--- config.mk ---
export PLATFORM = sky130hd
export DESIGN_NAME = cic_decim_ctrl
export DESIGN_NICKNAME = d
export VERILOG_FILES = /design/src/rtl/cic_ctrl_pkg.sv /design/src/rtl/cic_valid_pipe.sv /design/src/rtl/cic_decim_ctrl.sv
export SDC_FILE = /design/constraint.sdc
export NUM_CORES = 1
export LEC_CHECK = 0
export CORE_MARGIN = 2
export CORE_UTILIZATION = 40
export DETAILED_ROUTE_END_ITERATION = 10
export MAX_ROUTING_LAYER = met4
export SLEW_MARGIN = 20
export SYNTH_ARGS = -nofsm -noshare
export SYNTH_HDL_FRONTEND = slang
export SYNTH_SLANG_ARGS = --single-unit
export TNS_END_PERCENT = 1
--- constraint.sdc ---
create_clock -name clk -period 2.24 [get_ports clk]
set_input_delay 0.336 -clock clk [delete_from_list [all_inputs] [get_ports clk]]
set_output_delay 0.336 -clock clk [all_outputs]
set_load 0.005 [all_outputs]
--- src/rtl/cic_ctrl_pkg.sv ---
// Shared definitions for the CIC decimator sequencing controller.
//   - ctrl_state_e : controller states (IDLE, SETTLE, RUN)
//   - MIN_RATIO    : smallest decimation ratio the controller accepts
//   - settle_cnt_w : width needed to count NUM_STAGES*N suppressed comb outputs
package cic_ctrl_pkg;

  typedef enum logic [1:0] {
    IDLE   = 2'd0,
    SETTLE = 2'd1,
    RUN    = 2'd2
  } ctrl_state_e;

  localparam int unsigned MIN_RATIO = 32'd2;

  function automatic int unsigned settle_cnt_w(input int unsigned num_stages,
                                               input int unsigned n);
    return $clog2(num_stages * n + 32'd1);
  endfunction

endpackage

--- src/rtl/cic_valid_pipe.sv ---
// Valid shift register that follows the comb-chain strobe through the comb
// register stages, so the tap marks the cycle in which the last comb register
// has taken a new value.
// Ports:
//   clk, rst_n : clock, asynchronous active-low reset
//   clr        : synchronous clear of every stage
//   din        : strobe entering the pipe
//   tap        : last stage (DEPTH-1)
module cic_valid_pipe #(
  parameter int unsigned DEPTH = 3
) (
  input  logic clk,
  input  logic rst_n,
  input  logic clr,
  input  logic din,
  output logic tap
);

  logic [DEPTH-1:0] pipe_r;

  // Shift the strobe one stage per clock; clear wipes all stages.
  always_ff @(posedge clk or negedge rst_n) begin
    if (!rst_n) begin
      pipe_r <= '0;
    end else if (clr) begin
      pipe_r <= '0;
    end else begin
      pipe_r[0] <= din;
      for (int unsigned i = 1; i < DEPTH; i++) begin
        pipe_r[i] <= pipe_r[i-1];
      end
    end
  end

  assign tap = pipe_r[DEPTH-1];

endmodule

--- src/rtl/cic_decim_ctrl.sv ---
// Sequencing controller for a CIC decimator (integrators, rate-R downsampler,
// NUM_STAGES comb stages). Produces the integrator enable, the decimation
// strobe that clocks the comb chain and the filter output valid; holds outputs
// back until the comb delay lines carry valid history; applies ratio changes
// only on a decimation boundary.
// Ports:
//   clk, rst_n   : clock, asynchronous active-low reset
//   enable       : run request, low forces IDLE
//   valid_in     : input sample strobe
//   cfg_ratio    : requested decimation ratio
//   cfg_load     : one-cycle load request for cfg_ratio
//   cfg_ack      : one-cycle pulse, request processed
//   cfg_err      : one-cycle pulse with cfg_ack, ratio rejected (< 2)
//   integ_valid  : integrator chain enable
//   comb_valid   : comb chain enable (decimation strobe)
//   out_valid    : filter output valid
//   settled      : comb history full, outputs being delivered
//   out_count    : output counter (only when CIC_CTRL_CNT_EN is defined)
//   cur_ratio    : ratio currently in effect
// Build option: define CIC_CTRL_CNT_EN to add the 16-bit out_count port.
module cic_decim_ctrl
  import cic_ctrl_pkg::*;
#(
  parameter int unsigned RATIO_W       = 8,
  parameter int unsigned NUM_STAGES    = 3,
  parameter int unsigned N             = 1,
  parameter int unsigned DEFAULT_RATIO = 16
) (
  input  logic               clk,
  input  logic               rst_n,
  input  logic               enable,
  input  logic               valid_in,
  input  logic [RATIO_W-1:0] cfg_ratio,
  input  logic               cfg_load,
  output logic               cfg_ack,
  output logic               cfg_err,
  output logic               integ_valid,
  output logic               comb_valid,
  output logic               out_valid,
  output logic               settled,
`ifdef CIC_CTRL_CNT_EN
  output logic [15:0]        out_count,
`endif
  output logic [RATIO_W-1:0] cur_ratio
);

  localparam int unsigned        SCNT_W      = settle_cnt_w(NUM_STAGES, N);
  localparam logic [RATIO_W-1:0] RATIO_RST   = RATIO_W'(DEFAULT_RATIO);
  localparam logic [SCNT_W-1:0]  SETTLE_LAST = SCNT_W'(NUM_STAGES * N - 32'd1);

  ctrl_state_e        state_r, state_s;
  logic [RATIO_W-1:0] phase_r, phase_s;
  logic [RATIO_W-1:0] cur_ratio_r, cur_ratio_s;
  logic [RATIO_W-1:0] pend_ratio_r, pend_ratio_s;
  logic               pend_vld_r, pend_vld_s;
  logic [SCNT_W-1:0]  settle_cnt_r, settle_cnt_s;
  logic               comb_valid_r, comb_valid_s;
  logic               cfg_ack_r, cfg_ack_s;
  logic               cfg_err_r, cfg_err_s;
  logic               pipe_clr_s;
  logic               tap_s;
  logic               accept_s;
  logic               wrap_s;
  logic               cfg_ok_s;
  logic               out_valid_s;

  assign accept_s    = valid_in && (state_r != IDLE);
  assign wrap_s      = accept_s && (phase_r == (cur_ratio_r - RATIO_W'(1)));
  assign cfg_ok_s    = (cfg_ratio >= RATIO_W'(MIN_RATIO));
  assign out_valid_s = tap_s && (state_r == RUN);

  cic_valid_pipe #(.DEPTH(NUM_STAGES)) u_valid_pipe (
    .clk   (clk),
    .rst_n (rst_n),
    .clr   (pipe_clr_s),
    .din   (comb_valid_r),
    .tap   (tap_s)
  );

  // Next-state, phase, ratio and handshake logic.
  always_comb begin
    state_s      = state_r;
    phase_s      = phase_r;
    cur_ratio_s  = cur_ratio_r;
    pend_ratio_s = pend_ratio_r;
    pend_vld_s   = pend_vld_r;
    settle_cnt_s = settle_cnt_r;
    comb_valid_s = 1'b0;
    cfg_ack_s    = 1'b0;
    cfg_err_s    = 1'b0;
    pipe_clr_s   = 1'b0;
    if (!enable || (state_r == IDLE)) begin
      // Idle or being forced idle: counters and pipe restart, a held ratio
      // takes effect, and new ratios load straight away.
      if (enable) begin
        state_s = SETTLE;
      end else begin
        state_s = IDLE;
      end
      phase_s      = '0;
      settle_cnt_s = '0;
      pipe_clr_s   = 1'b1;
      pend_vld_s   = 1'b0;
      if (pend_vld_r) begin
        cur_ratio_s = pend_ratio_r;
      end else begin
        cur_ratio_s = cur_ratio_r;
      end
      if (cfg_load) begin
        cfg_ack_s = 1'b1;
        if (cfg_ok_s) begin
          cur_ratio_s = cfg_ratio;
        end else begin
          cfg_err_s = 1'b1;
        end
      end else begin
        cfg_ack_s = 1'b0;
      end
    end else begin
      case (state_r)
        SETTLE: begin
          // Comb outputs while history fills are counted and dropped.
          if (tap_s) begin
            settle_cnt_s = settle_cnt_r + SCNT_W'(1);
            if (settle_cnt_r == SETTLE_LAST) begin
              state_s = RUN;
            end else begin
              state_s = SETTLE;
            end
          end else begin
            settle_cnt_s = settle_cnt_r;
          end
        end
        RUN:     state_s = RUN;
        default: state_s = IDLE;
      endcase
      if (wrap_s) begin
        phase_s      = '0;
        comb_valid_s = 1'b1;
        // New ratio changes the gain, so comb history must be rebuilt.
        if (pend_vld_r) begin
          cur_ratio_s  = pend_ratio_r;
          pend_vld_s   = 1'b0;
          state_s      = SETTLE;
          settle_cnt_s = '0;
        end else begin
          pend_vld_s = pend_vld_r;
        end
      end else if (accept_s) begin
        phase_s = phase_r + RATIO_W'(1);
      end else begin
        phase_s = phase_r;
      end
      // Placed after the wrap so a load in the wrap cycle waits for the next one.
      if (cfg_load) begin
        cfg_ack_s = 1'b1;
        if (cfg_ok_s) begin
          pend_ratio_s = cfg_ratio;
          pend_vld_s   = 1'b1;
        end else begin
          cfg_err_s = 1'b1;
        end
      end else begin
        cfg_ack_s = 1'b0;
      end
    end
  end

  // Controller state registers.
  always_ff @(posedge clk or negedge rst_n) begin
    if (!rst_n) begin
      state_r      <= IDLE;
      phase_r      <= '0;
      cur_ratio_r  <= RATIO_RST;
      pend_ratio_r <= RATIO_RST;
      pend_vld_r   <= 1'b0;
      settle_cnt_r <= '0;
      comb_valid_r <= 1'b0;
      cfg_ack_r    <= 1'b0;
      cfg_err_r    <= 1'b0;
    end else begin
      state_r      <= state_s;
      phase_r      <= phase_s;
      cur_ratio_r  <= cur_ratio_s;
      pend_ratio_r <= pend_ratio_s;
      pend_vld_r   <= pend_vld_s;
      settle_cnt_r <= settle_cnt_s;
      comb_valid_r <= comb_valid_s;
      cfg_ack_r    <= cfg_ack_s;
      cfg_err_r    <= cfg_err_s;
    end
  end

`ifdef CIC_CTRL_CNT_EN
  logic [15:0] out_count_r;

  // Count delivered outputs; restarts whenever the controller is sent idle.
  always_ff @(posedge clk or negedge rst_n) begin
    if (!rst_n) begin
      out_count_r <= 16'd0;
    end else if (!enable) begin
      out_count_r <= 16'd0;
    end else if (out_valid_s) begin
      out_count_r <= out_count_r + 16'd1;
    end else begin
      out_count_r <= out_count_r;
    end
  end

  assign out_count = out_count_r;
`endif

  assign integ_valid = accept_s;
  assign comb_valid  = comb_valid_r;
  assign out_valid   = out_valid_s;
  assign settled     = (state_r == RUN);
  assign cfg_ack     = cfg_ack_r;
  assign cfg_err     = cfg_err_r;
  assign cur_ratio   = cur_ratio_r;

endmodule

# Word-level counts from Yosys, hierarchy flattened
# Cells that the tools add are included.
op_classes:
  n_addsub: 3
  mul: 0
  div_mod_pow: 0
  magnitude_cmp: 1
  n_eq_ne: 4
  shifts: 0
  muxes: 31
  n_bitwise: 1
  n_reduce_logical: 10
op_table:
  columns: ["cell", "n"]
  rows:
  - ["$mux W8", 8]
  - ["$mux W2", 10]
  - ["$mux W1", 11]
  - ["$add A8 B1 Y8 const B", 1]
  - ["$eq A8 B8 Y1", 1]
  - ["$ge A8 B2 Y1 const B", 1]
  - ["$sub A8 B1 Y8 const B", 1]
  - ["$eq A2 B2 Y1 const B", 2]
  - ["$pmux W2 S2", 1]
  - ["$reduce_bool A2 Y1", 2]
  - ["$logic_and A1 B1 Y1", 3]
  - ["$mux W3", 1]
  - ["$reduce_and A3 Y1", 1]
  - ["$reduce_bool A3 Y1", 1]
  - ["$add A2 B1 Y2 const B", 1]
  - ["$eq A2 B1 Y1 const B", 1]
  - ["$logic_not A2 Y1", 1]
  - ["$logic_not A1 Y1", 1]
  - ["$logic_or A1 B1 Y1", 1]
  - ["$not A1 Y1", 1]
totals:
  regBits: 35
  latch_bits: 0
  ram_bits: 0
  mem_bits_ro: 0
  output_inout_bits: 14
  wordCells: 60
  mem_count: 0

# Depth between registers and ports, before layout
# Gate-level depths: netlist of run 1.
logic_depth:
  depth_word: 7
  ltp_mapped: 8
  depth_no_buf: 8

# Hierarchy
# A second synthesis of run 1 with hierarchy kept.
hier_totals:
  hier_cells: 166
  area_unflattened_um2: 1839.3
by_module_without_submodules:
  columns: ["module", "n_inst", "cells_each", "area_each_um2", "seq_area_each_um2"]
  rows:
  - ["cic_decim_ctrl", 1, 160, 1745.4, 803.3]
  - ["cic_valid_pipe", 1, 6, 93.8, 75.1]

# Worst setup path after synthesis of run 1
# No wires, ideal clock.
synth_timing:
  path_kind: "register to register"
  startpoint: "register cur_ratio_r[0], in the netlist cur_ratio[0]"
  endpoint: "register cur_ratio_r[1], in the netlist cur_ratio[1]"
  arrival_time_ns: 1.998
  t_required_ns: 2.114
  path_slack_ns: 0.116
  path_stages_with_launch: 9
  n_path_buf: 0
  path_cell_list: "dfrtp_1 inv_1 ha_1 xor2_1 o2111ai_1 nor3b_2 nand4_4 o2bb2ai_2 a221o_1"
synth_between:
  elab_chain_len: 4
synth_lines:
  columns: ["item", "line_no", "source"]
  rows:
  - ["start, declared", "cic_decim_ctrl.sv:53", "logic [RATIO_W-1:0] cur_ratio_r, cur_ratio_s;"]
  - ["start signal, assigned", "cic_decim_ctrl.sv:184", "cur_ratio_r <= cur_ratio_s;"]
  - ["$sub A8 B1 Y8", "cic_decim_ctrl.sv:68", "assign wrap_s = accept_s && (phase_r == (cur_ratio_r - RATIO_W'(1)));"]
  - ["$eq A8 B8 Y1", "cic_decim_ctrl.sv:68", null]
  - ["$logic_and A1 B1 Y1", "cic_decim_ctrl.sv:68", null]
  - ["$reduce_bool A2 Y1 (no line)", null, null]
# No other way between the ends.
# A chain may end at the register's enable or synchronous reset.

# Worst setup path in the final report of run 1
layout_timing:
  startpoint: "register cur_ratio_r[0], in the netlist cur_ratio[0]"
  endpoint: "register cur_ratio_r[3], in the netlist cur_ratio[3]"
# Same word-level chain as after synthesis.

==> flow_metrics.tcl, run 1 <==
set metrics [dict create \
    crit_path_end_kind "flop" \
    die-area_um2 5180 \
    n_antenna_cell 0 \
    skew_ns 0.00263 \
    worst_r2r_startpoint "cur_ratio[0]$_DFFE_PN0P_" \
    critPathLaunchType "flop" \
    run_status "finished, final reports clean" \
    rsz0062_at_grt "yes" \
    synth_area_um2 1850 \
    fin_nets 237 \
    min_path_type "reg -> reg" \
    syn_to_final_growth_pct 31.1 \
    grt_max_degree 36 \
    crit_type "reg -> reg" \
    r2r-end "cur_ratio[3]$_DFFE_PN0P_" \
    antenna_found_initial 0 \
    synth.most_common_cell "dfrtp_1" \
    finish.utilization_pct 54.9 \
    synth_top_area_cell "dfrtp_1" \
    post-route-period-util_pct 99.0 \
    ys_seq_area_share_pct 47.5 \
    final_layout_size_suffix_gt1_share_pct 23.4 \
    yosys-top-cells-count "33 x dfrtp_1, 13 x nor2_1, 9 x xnor2_1" \
    clock_path_buffers 2 \
    setup_tns_ns 0 \
    ir_worst_vdd_v 0.000324 \
    worstMarginPinSlew_ns 0.447 \
    relSlewSlack_pct 70.2 \
    synthCells 165 \
    maxSlewViolCount 0 \
    ys_ff_latch 35 \
    place.gp.congestion 0.765 \
    cts_tree "built" \
    syn-num-nets 184 \
    dr.pass1.iters 4 \
    coreArea_um2 4410 \
    placed_area_um2 2310 \
    grt-ovfl-total 0 \
    worstPathArrival_ns 2.43 \
    vias 1436 \
    hold_path_depth 1 \
    cts_buffers 5 \
    die_h_um 72.0 \
    yosys_warnings 0 \
    p_per_area_nw_per_um2 641 \
    required_ns 2.45 \
    dp_cells 261 \
    design_area_um2 2420 \
    async_reset_ff_share_pct 100 \
    ys_types 44 \
    clk-insertion-delay-late_ns 0.27 \
    fp-row-count 24 \
    hold_start "u_valid_pipe.pipe_r[1]$_DFF_PN0_" \
    root_buffer "clkbuf_8" \
    hold_end "u_valid_pipe.pipe_r[2]$_DFF_PN0_" \
    synth_area_leaders "dfrtp_1 45%, mux2_2 4.9%, xnor2_1 4.3%" \
    p_leak_nw 1.02 \
    grt_pass1_vias 1440 \
    final_cells 270 \
    maxCapViolations 0 \
    first_iter_violations 70 \
    start_util_pct 41.9 \
    fmax_ghz 0.451 \
    path_clk_slew_ns 0.06 \
    setup_viol 0 \
    syn_avg_cell_area_um2 11.2 \
    cts.hold.buffers_added 0 \
    synth.top_cell.area_share_pct 44.7 \
    wl_per_cell_um 15.0 \
    grt.total_usage_pct 17.3 \
    dp_hpwl_um 3100 \
    io_pins 27 \
    final_antenna_net_count 0 \
    cts_sinks 35 \
    die_x_um 72.0 \
    reg2reg_depth 9 \
    h-tree-depth 2 \
    rrSetupSlack_ns 0.02 \
    via_per_inst 5.32 \
    synth_edf_count 0 \
    routed_wl_um 4040 \
    hold_violations 0 \
    period_minus_slack_ns 2.22 \
    io_buffers 26 \
    path_max_fanout 7 \
    synthFlopType "dfrtp_1" \
    grt_pass1_wl_um 6800 \
    remaining_drc_errors 0 \
]
## placed cells by master, fill, tap and decap left out, types with 7 or more instances in the layout
cell type and count:
dfrtp_1 33, clkdlybuf4s50_1 26, buf_4 20, nor2_1 12
xnor2_1 9, mux2_2 8, and3_1 8, nand2_1 7
a221o_1 7
## repair_timing
| item | 4_1_cts | 5_1_grt |
|---|---|---|
| pin swaps | 8 | 8 |
| gates resized for setup | 1 | 7 |
| endpoints found under the setup margin | 7 | 18 |
| setup buffers | 1 | 2 |
## area by class of cell
cell class	count	area, um^2
tap	52	65.1
timing repair buffer	47	422
inverter	8	30.0
multi-input combinational	121	952
clock buffer	7	76.3
fill	378	1990
sequential	35	878
## stage by stage
stage | total power, mW | hold slack [ns] | setup WS (ns)
final | 1.55 | 0.458 | 0.0231
after global routing | 1.64 | 0.467 | -0.120
after CTS | 1.56 | 0.463 | 0.0150
after detailed placement | 1.14 | 0.443 | -0.117
after global placement | 1.13 | 0.441 | -0.0643
after floorplan | 0.956 | 0.0404 | 0.116
## power breakdown
group | switching [mW] | internal (mW)
Sequential | 0.0637 | 0.701
Combinational | 0.163 | 0.217
Clock | 0.195 | 0.214
## layer usage
layer | vias up | global-route usage, % | wire length, um
met5 | - | - | 0
met1 | 706 | 23.6 | 1910
met3 | 4 | 3.19 | 145
met4 | 0 | 5.66 | 42
li1 | 703 | - | -
met2 | 23 | 26.1 | 1950
## registers in the layout, indices dropped and copies added (netlist names)
name and flops:
cur_ratio 8, pend_ratio_r 8, phase_r 8, u_valid_pipe.pipe_r 3, settle_cnt_r 2, state_r 2
cfg_ack 1, cfg_err 1, comb_valid 1, pend_vld_r 1
## kinds of logic (layout without fill, tap and decap cells)
family,Yosys count,count (layout),synth area share [%]
simple gates,62,62,20.0
flops,35,35,47.5
compound gates,31,31,14.8
xor+xnor,14,14,6.63
buf+inv,9,62,2.17
mux,8,8,4.87
fa+ha+maj,6,6,4.06
## worst max-delay path by stage
stage,slack (ns),to,cells after the start,start
after floorplan,0.12,cur_ratio[1]$_DFFE_PN0P_,8,cur_ratio[0]$_DFFE_PN0P_
final,0.02,cur_ratio[3]$_DFFE_PN0P_,9,cur_ratio[0]$_DFFE_PN0P_
after CTS,0.01,cur_ratio[3]$_DFFE_PN0P_,9,cur_ratio[1]$_DFFE_PN0P_
after detailed placement,-0.12,cur_ratio[7]$_DFFE_PN0P_,8,valid_in
after global routing,-0.12,cur_ratio[2]$_DFFE_PN0P_,9,cur_ratio[0]$_DFFE_PN0P_
after global placement,-0.06,cur_ratio[1]$_DFFE_PN0P_,6,cfg_ratio[5]
## worst max-delay path: stages, from the launching register on
cell and delay [ns]:
dfrtp_1 0.42, inv_2 0.06, ha_4 0.27, xor2_1 0.15, o2111ai_1 0.14, nor3b_2 0.24
nand4_4 0.14, buf_6 0.15, a211oi_4 0.36, a221o_1 0.21
No activity file was read; power rests on OpenSTA's default activity.
==> inputs of run 2 (changes only) <==
Settings changed: CAP_MARGIN set to 0, CELL_PAD_IN_SITES_DETAIL_PLACEMENT set to 0, CELL_PAD_IN_SITES_GLOBAL_PLACEMENT set to 2, CORE_ASPECT_RATIO set to 0.7, CORE_UTILIZATION 40 to 32, PLACE_DENSITY_LB_ADDON set to 0.1.
==> run 2 against run 1 <==
Via count decreased by 0.84%. Clock power rose by 40%. Worst setup slack better by 0.040 ns. Clock-buffer cell count decreased by 1. Utilization down 11 points. Global-route usage down 1.4 points. Power is 10% higher. Critical endpoint is now cur_ratio[5]$_DFFE_PN0P_. Clock skew increased by 0.0056 ns. Critical path type unchanged.
==> flow_metrics.tcl, run 2 (synthesis results as in run 1) <==
set metrics [dict create \
    maxCapViolations 0 \
    grt-ovfl-total 0 \
    dp_cells 287 \
    fin_nets 238 \
    run_status "finished, final reports clean" \
    dr.pass1.iters 4 \
    critPathSlowestCell "dfrtp_1" \
    top_usage_layer "met1" \
    syn_to_final_growth_pct 34.2 \
    h-tree-depth 2 \
    use_met3_pct 3.35 \
    globalRouteMet2Util_pct 22.1 \
    final_antenna_net_count 0 \
    hold_violations 0 \
    ir_worst_vdd_v 0.000296 \
    io_buffers 26 \
    cts_buffers 5 \
    required_ns 2.41 \
    clock_path_buffers 2 \
    period_minus_slack_ns 2.18 \
    first_iter_violations 32 \
    worstMarginPinSlew_ns 0.462 \
    finalPower_mw 1.71 \
    nFillCells 568 \
    cts_tree "built" \
    routed_wl_um 4300 \
    n_antenna_cell 0 \
    maxSlewViolCount 0 \
    critPathLaunchType "flop" \
    pre_cts_slack_ns -0.105 \
    p_per_area_nw_per_um2 688 \
    die-area_um2 6410 \
    place.gp.congestion 0.839 \
    start_util_pct 32.8 \
    die_x_um 94.9 \
    grt_max_degree 36 \
    postCtsSetupBuffers 0 \
    clk-insertion-delay-late_ns 0.29 \
    path_clk_slew_ns 0.08 \
    fmax_ghz 0.459 \
    placed_area_um2 2360 \
    crit_path_end_kind "flop" \
    crit_type "reg -> reg" \
    antenna_found_initial 0 \
    dp_hpwl_um 3340 \
    root_buffer "clkbuf_8" \
    coreArea_um2 5640 \
    grt_pass1_wl_um 7480 \
    path_cells "inv_1, ha_1, xor2_1, o2111ai_1, nor3b_2, nand4_4, o2bb2ai_2, a221o_1" \
    setup_tns_ns 0 \
    p_leak_nw 1.03 \
    remaining_drc_errors 0 \
    mostFrequentLayoutCells "31 x dfrtp_1, 26 x clkdlybuf4s50_1, 22 x buf_4" \
    relSlewSlack_pct 69.2 \
    io_pins 27 \
    final_common_cell "dfrtp_1" \
    skew_ns 0.00819 \
    grt_pass1_vias 1474 \
    cts_sinks 35 \
    worst_slack_ns 0.0626 \
    die_h_um 67.6 \
    path_max_fanout 8 \
    globalRouteMet1Util_pct 22.9 \
    grt.total_usage_pct 15.8 \
    fp-row-count 23 \
    post-route-period-util_pct 97.2 \
    final_layout_size_suffix_gt1_share_pct 24.5 \
    design_area_um2 2480 \
    worstPathArrival_ns 2.34 \
    final_cells 295 \
    vias 1424 \
    via_per_inst 4.83 \
    min_path_type "reg -> reg" \
    wl_per_cell_um 14.6 \
    setup_viol 0 \
    critPathMaxStageDelay_ns 0.42 \
    rsz0062_at_grt "yes" \
]
## run 2: worst max-delay path: cells and delay by family (launching register included)
kind	cells	cell delay, ns
AO/OA/AOI/OAI	3	0.73
XOR/XNOR	1	0.14
adder cells (fa/ha/maj)	1	0.28
buffers and inverters	1	0.06
flip-flops	1	0.42
AND/OR/NAND/NOR	2	0.43
## run 2: timing repair
item,in CTS,in global routing
hold buffers,0,0
resized for setup,0,6
setup endpoints to repair,0,26
## run 2: power by group
group	internal (mW)	switching [mW]
combinational	0.212	0.156
sequential	0.701	0.0684
clock	0.332	0.239
## run 2: final cells by class
cell class / count / area (um^2) / area share, %
multi-input combinational: 121 / 942 / 38.0
tap: 75 / 93.8 / 3.78
clock buffer: 6 / 72.6 / 2.92
timing repair buffer: 48 / 425 / 17.1
sequential: 35 / 881 / 35.5
inverter: 8 / 30.0 / 1.21
clock inverter: 2 / 37.5 / 1.51
## run 2: routing by layer
| metal | wire [um] | part of all wire (%) |
|---|---|---|
| met5 | 0 | 0 |
| met3 | 112 | 2.6 |
| met4 | 40 | 0.93 |
| met1 | 2340 | 55 |
| met2 | 1800 | 42 |
## run 2: path summary, 6_finish.rpt
path,from,endpoint,slack (ns),depth (start not counted)
min,u_valid_pipe.pipe_r[1]$_DFF_PN0_,u_valid_pipe.pipe_r[2]$_DFF_PN0_,0.45,1
max reg2reg,cur_ratio[1]$_DFFE_PN0P_,cur_ratio[5]$_DFFE_PN0P_,0.06,8
min reg2reg,u_valid_pipe.pipe_r[1]$_DFF_PN0_,u_valid_pipe.pipe_r[2]$_DFF_PN0_,0.45,1
min in group asynchronous,rst_n,u_valid_pipe.pipe_r[1]$_DFF_PN0_,0.46,2
max,cur_ratio[1]$_DFFE_PN0P_,cur_ratio[5]$_DFFE_PN0P_,0.06,8
max in group asynchronous,rst_n,cur_ratio[4]$_DFFE_PN1P_,1.42,2
## run 2: per-stage QoR
step / utilization [%] / hold WS (ns)
final: 44.0 / 0.449
after floorplan: - / 0.0404
after global placement: 41.8 / 0.431
after global routing: 44.0 / 0.481
after detailed placement: 41.8 / 0.436
after CTS: 43.8 / 0.455
==> inputs of run 3 (changes only) <==
Settings changed: CORE_UTILIZATION 32 to 31, SYNTH_HIERARCHICAL set to 1.
==> run 3 against run 2 <==
Clock power up 0.7%. First-iteration DRC count increased by 28%. Clock skew about the same. Clock-buffer cell count stayed put. Critical path type unchanged. Critical endpoint is now cur_ratio[0]$_DFFE_PN0P_.
==> flow_metrics.tcl, run 3 <==
set metrics [dict create \
    coreArea_um2 5730 \
    grt_pass1_vias 1563 \
    antenna_found_initial 0 \
    synth_top_area_cell "dfrtp_1" \
    cts_sinks 35 \
    die_h_um 68.4 \
    h-tree-depth 2 \
    grt_pass1_wl_um 7700 \
    final_layout_size_suffix_gt1_share_pct 27.6 \
    wl_per_cell_um 14.6 \
    io_pins 27 \
    crit_path_end_kind "flop" \
    clk-insertion-delay-late_ns 0.29 \
    grt-ovfl-total 0 \
    synth_area_leaders "dfrtp_1 45%, mux2_2 4.9%, xnor2_1 4.3%" \
    synth.most_common_cell "dfrtp_1" \
    path_max_fanout 6 \
    syn-num-nets 185 \
    dr.pass1.iters 4 \
    worst_slack_ns 0.0398 \
    hold_violations 0 \
    mostFrequentLayoutCells "33 x dfrtp_1, 26 x clkdlybuf4s50_1, 21 x buf_4" \
    via_per_inst 4.82 \
    start_util_pct 32.1 \
    p_per_area_nw_per_um2 688 \
    dp_hpwl_um 3260 \
    io_buffers 26 \
    cts_buffers 5 \
    syn_avg_cell_area_um2 11.1 \
    grt_max_degree 36 \
    critPathLaunchType "flop" \
    required_ns 2.41 \
    synthCells 166 \
    reg2reg_depth 9 \
    pre_cts_slack_ns -0.195 \
    finish.utilization_pct 44.3 \
    vias 1426 \
    post-route-period-util_pct 98.2 \
    synth_edf_count 0 \
    remaining_drc_errors 0 \
    crit_top_cell "buf_4" \
    crit_type "reg -> reg" \
    die-area_um2 6580 \
    critPathSlowestCell "or4_1" \
    yosys-top-cells-count "33 x dfrtp_1, 12 x nor2_1, 9 x inv_1, 9 x xnor2_1" \
    cts.hold.buffers_added 0 \
    root_buffer "clkbuf_8" \
    clock_path_buffers 2 \
    async_reset_ff_share_pct 100 \
    place.gp.congestion 0.833 \
    routed_wl_um 4320 \
    period_minus_slack_ns 2.20 \
    placed_area_um2 2330 \
    setup_viol 0 \
    synth.top_cell.area_share_pct 44.9 \
    yosys_warnings 6 \
    design_area_um2 2530 \
    ir_worst_vdd_v 0.000251 \
    syn_to_final_growth_pct 37.8 \
    n_antenna_cell 0 \
    holdWs_ns 0.454 \
    run_status "finished, final reports clean" \
    relSlewSlack_pct 69.3 \
    cts_tree "built" \
    ys_types 42 \
    worstPathArrival_ns 2.37 \
    skew_ns 0.00796 \
    min_path_type "in -> async" \
    worstMarginPinSlew_ns 0.461 \
    p_leak_nw 1.03 \
    finalPower_mw 1.74 \
    maxCapViolations 0 \
    grt.total_usage_pct 15.9 \
    ys_ff_latch 35 \
    final_common_cell "dfrtp_1" \
    path_cells "buf_6, or4_1, a21oi_2, a41oi_2, nand4_4, buf_4, nand2_1, buf_4, a22o_2" \
    die_x_um 96.1 \
    path_clk_slew_ns 0.08 \
    maxSlewViolCount 0 \
    fp-row-count 23 \
    first_iter_violations 41 \
    synthFlopType "dfrtp_1" \
    fin_nets 239 \
    fmax_ghz 0.455 \
    rsz0062_at_grt "yes" \
    synth_area_um2 1840 \
    critPathMaxStageDelay_ns 0.52 \
    final_antenna_net_count 0 \
    ys_seq_area_share_pct 47.8 \
]
-- run 3: cell types whose count changed after synthesis, moves of 2 or more --
cell,delta
and2_1,-2
and3_1,-4
and3_2,+4
nor2b_1,+3
-- run 3: report_power, final --
| group | leakage (nW) | switching [mW] | internal (mW) |
|---|---|---|---|
| Sequential | 0.450 | 0.0659 | 0.700 |
| Combinational | 0.528 | 0.171 | 0.233 |
| Clock | 0.0514 | 0.243 | 0.332 |
| Total | 1.03 | 0.480 | 1.26 |
-- run 3: area by class of cell --
cell class                 instances  area, um^2
clock buffer                       6        72.6
clock inverter                     2        37.5
fill                             550        3190
inverter                           9        33.8
multi-input combinational        121         990
sequential                        35         878
tap                               75        93.8
timing repair buffer              48         429
-- run 3: metrics by stage --
step	instances	TNS, ns
floorplan	166	0
global placement	285	-1.87
detailed placement	285	-1.78
CTS	293	0
global route	296	-0.258
finish	296	0
-- run 3: worst paths after layout --
path	from	endpoint	slack (ns)
setup / recovery	cur_ratio[0]$_DFFE_PN0P_	cur_ratio[0]$_DFFE_PN0P_	0.04
hold / removal	rst_n	u_valid_pipe/pipe_r[0]$_DFF_PN0_	0.45
setup reg to reg	cur_ratio[0]$_DFFE_PN0P_	cur_ratio[0]$_DFFE_PN0P_	0.04
hold reg to reg	u_valid_pipe/pipe_r[1]$_DFF_PN0_	u_valid_pipe/pipe_r[2]$_DFF_PN0_	0.48
max in group asynchronous	rst_n	pend_ratio_r[4]$_DFFE_PN1P_	1.42
min in group clk	u_valid_pipe/pipe_r[1]$_DFF_PN0_	u_valid_pipe/pipe_r[2]$_DFF_PN0_	0.48
-- run 3: critical path: cells and delay by family (launching register included) --
kind                   cells  cell delay [ns]
buffers and inverters      3             0.45
AOI/OAI and AO/OA          3             0.44
and+or+nand+nor            3             0.77
DFF                        1             0.43
-- run 3: layer usage --
layer	up-vias	GRT usage [%]	wire (um)
li1	707	-	-
met1	689	22.4	2320
met2	24	23.2	1800
met3	6	3.74	158
met4	0	3.75	51
met5	-	-	0
-- run 3: kinds of logic after synthesis --
kind of cell               after synthesis  synth area share (%)
AOI/OAI and AO/OA                       31                  14.4
xor gates and xnor gates                14                  6.67
buffers and inverters                   10                  2.11
and+or+nand+nor                         61                  19.6
adders and majority gates                6                  4.08
muxes                                    9                  5.44
DFF                                     35                  47.8
-- run 3: timing repair --
item,in CTS,in global routing
setup buffers,0,3
resized for setup,0,13
setup endpoints to repair,0,23
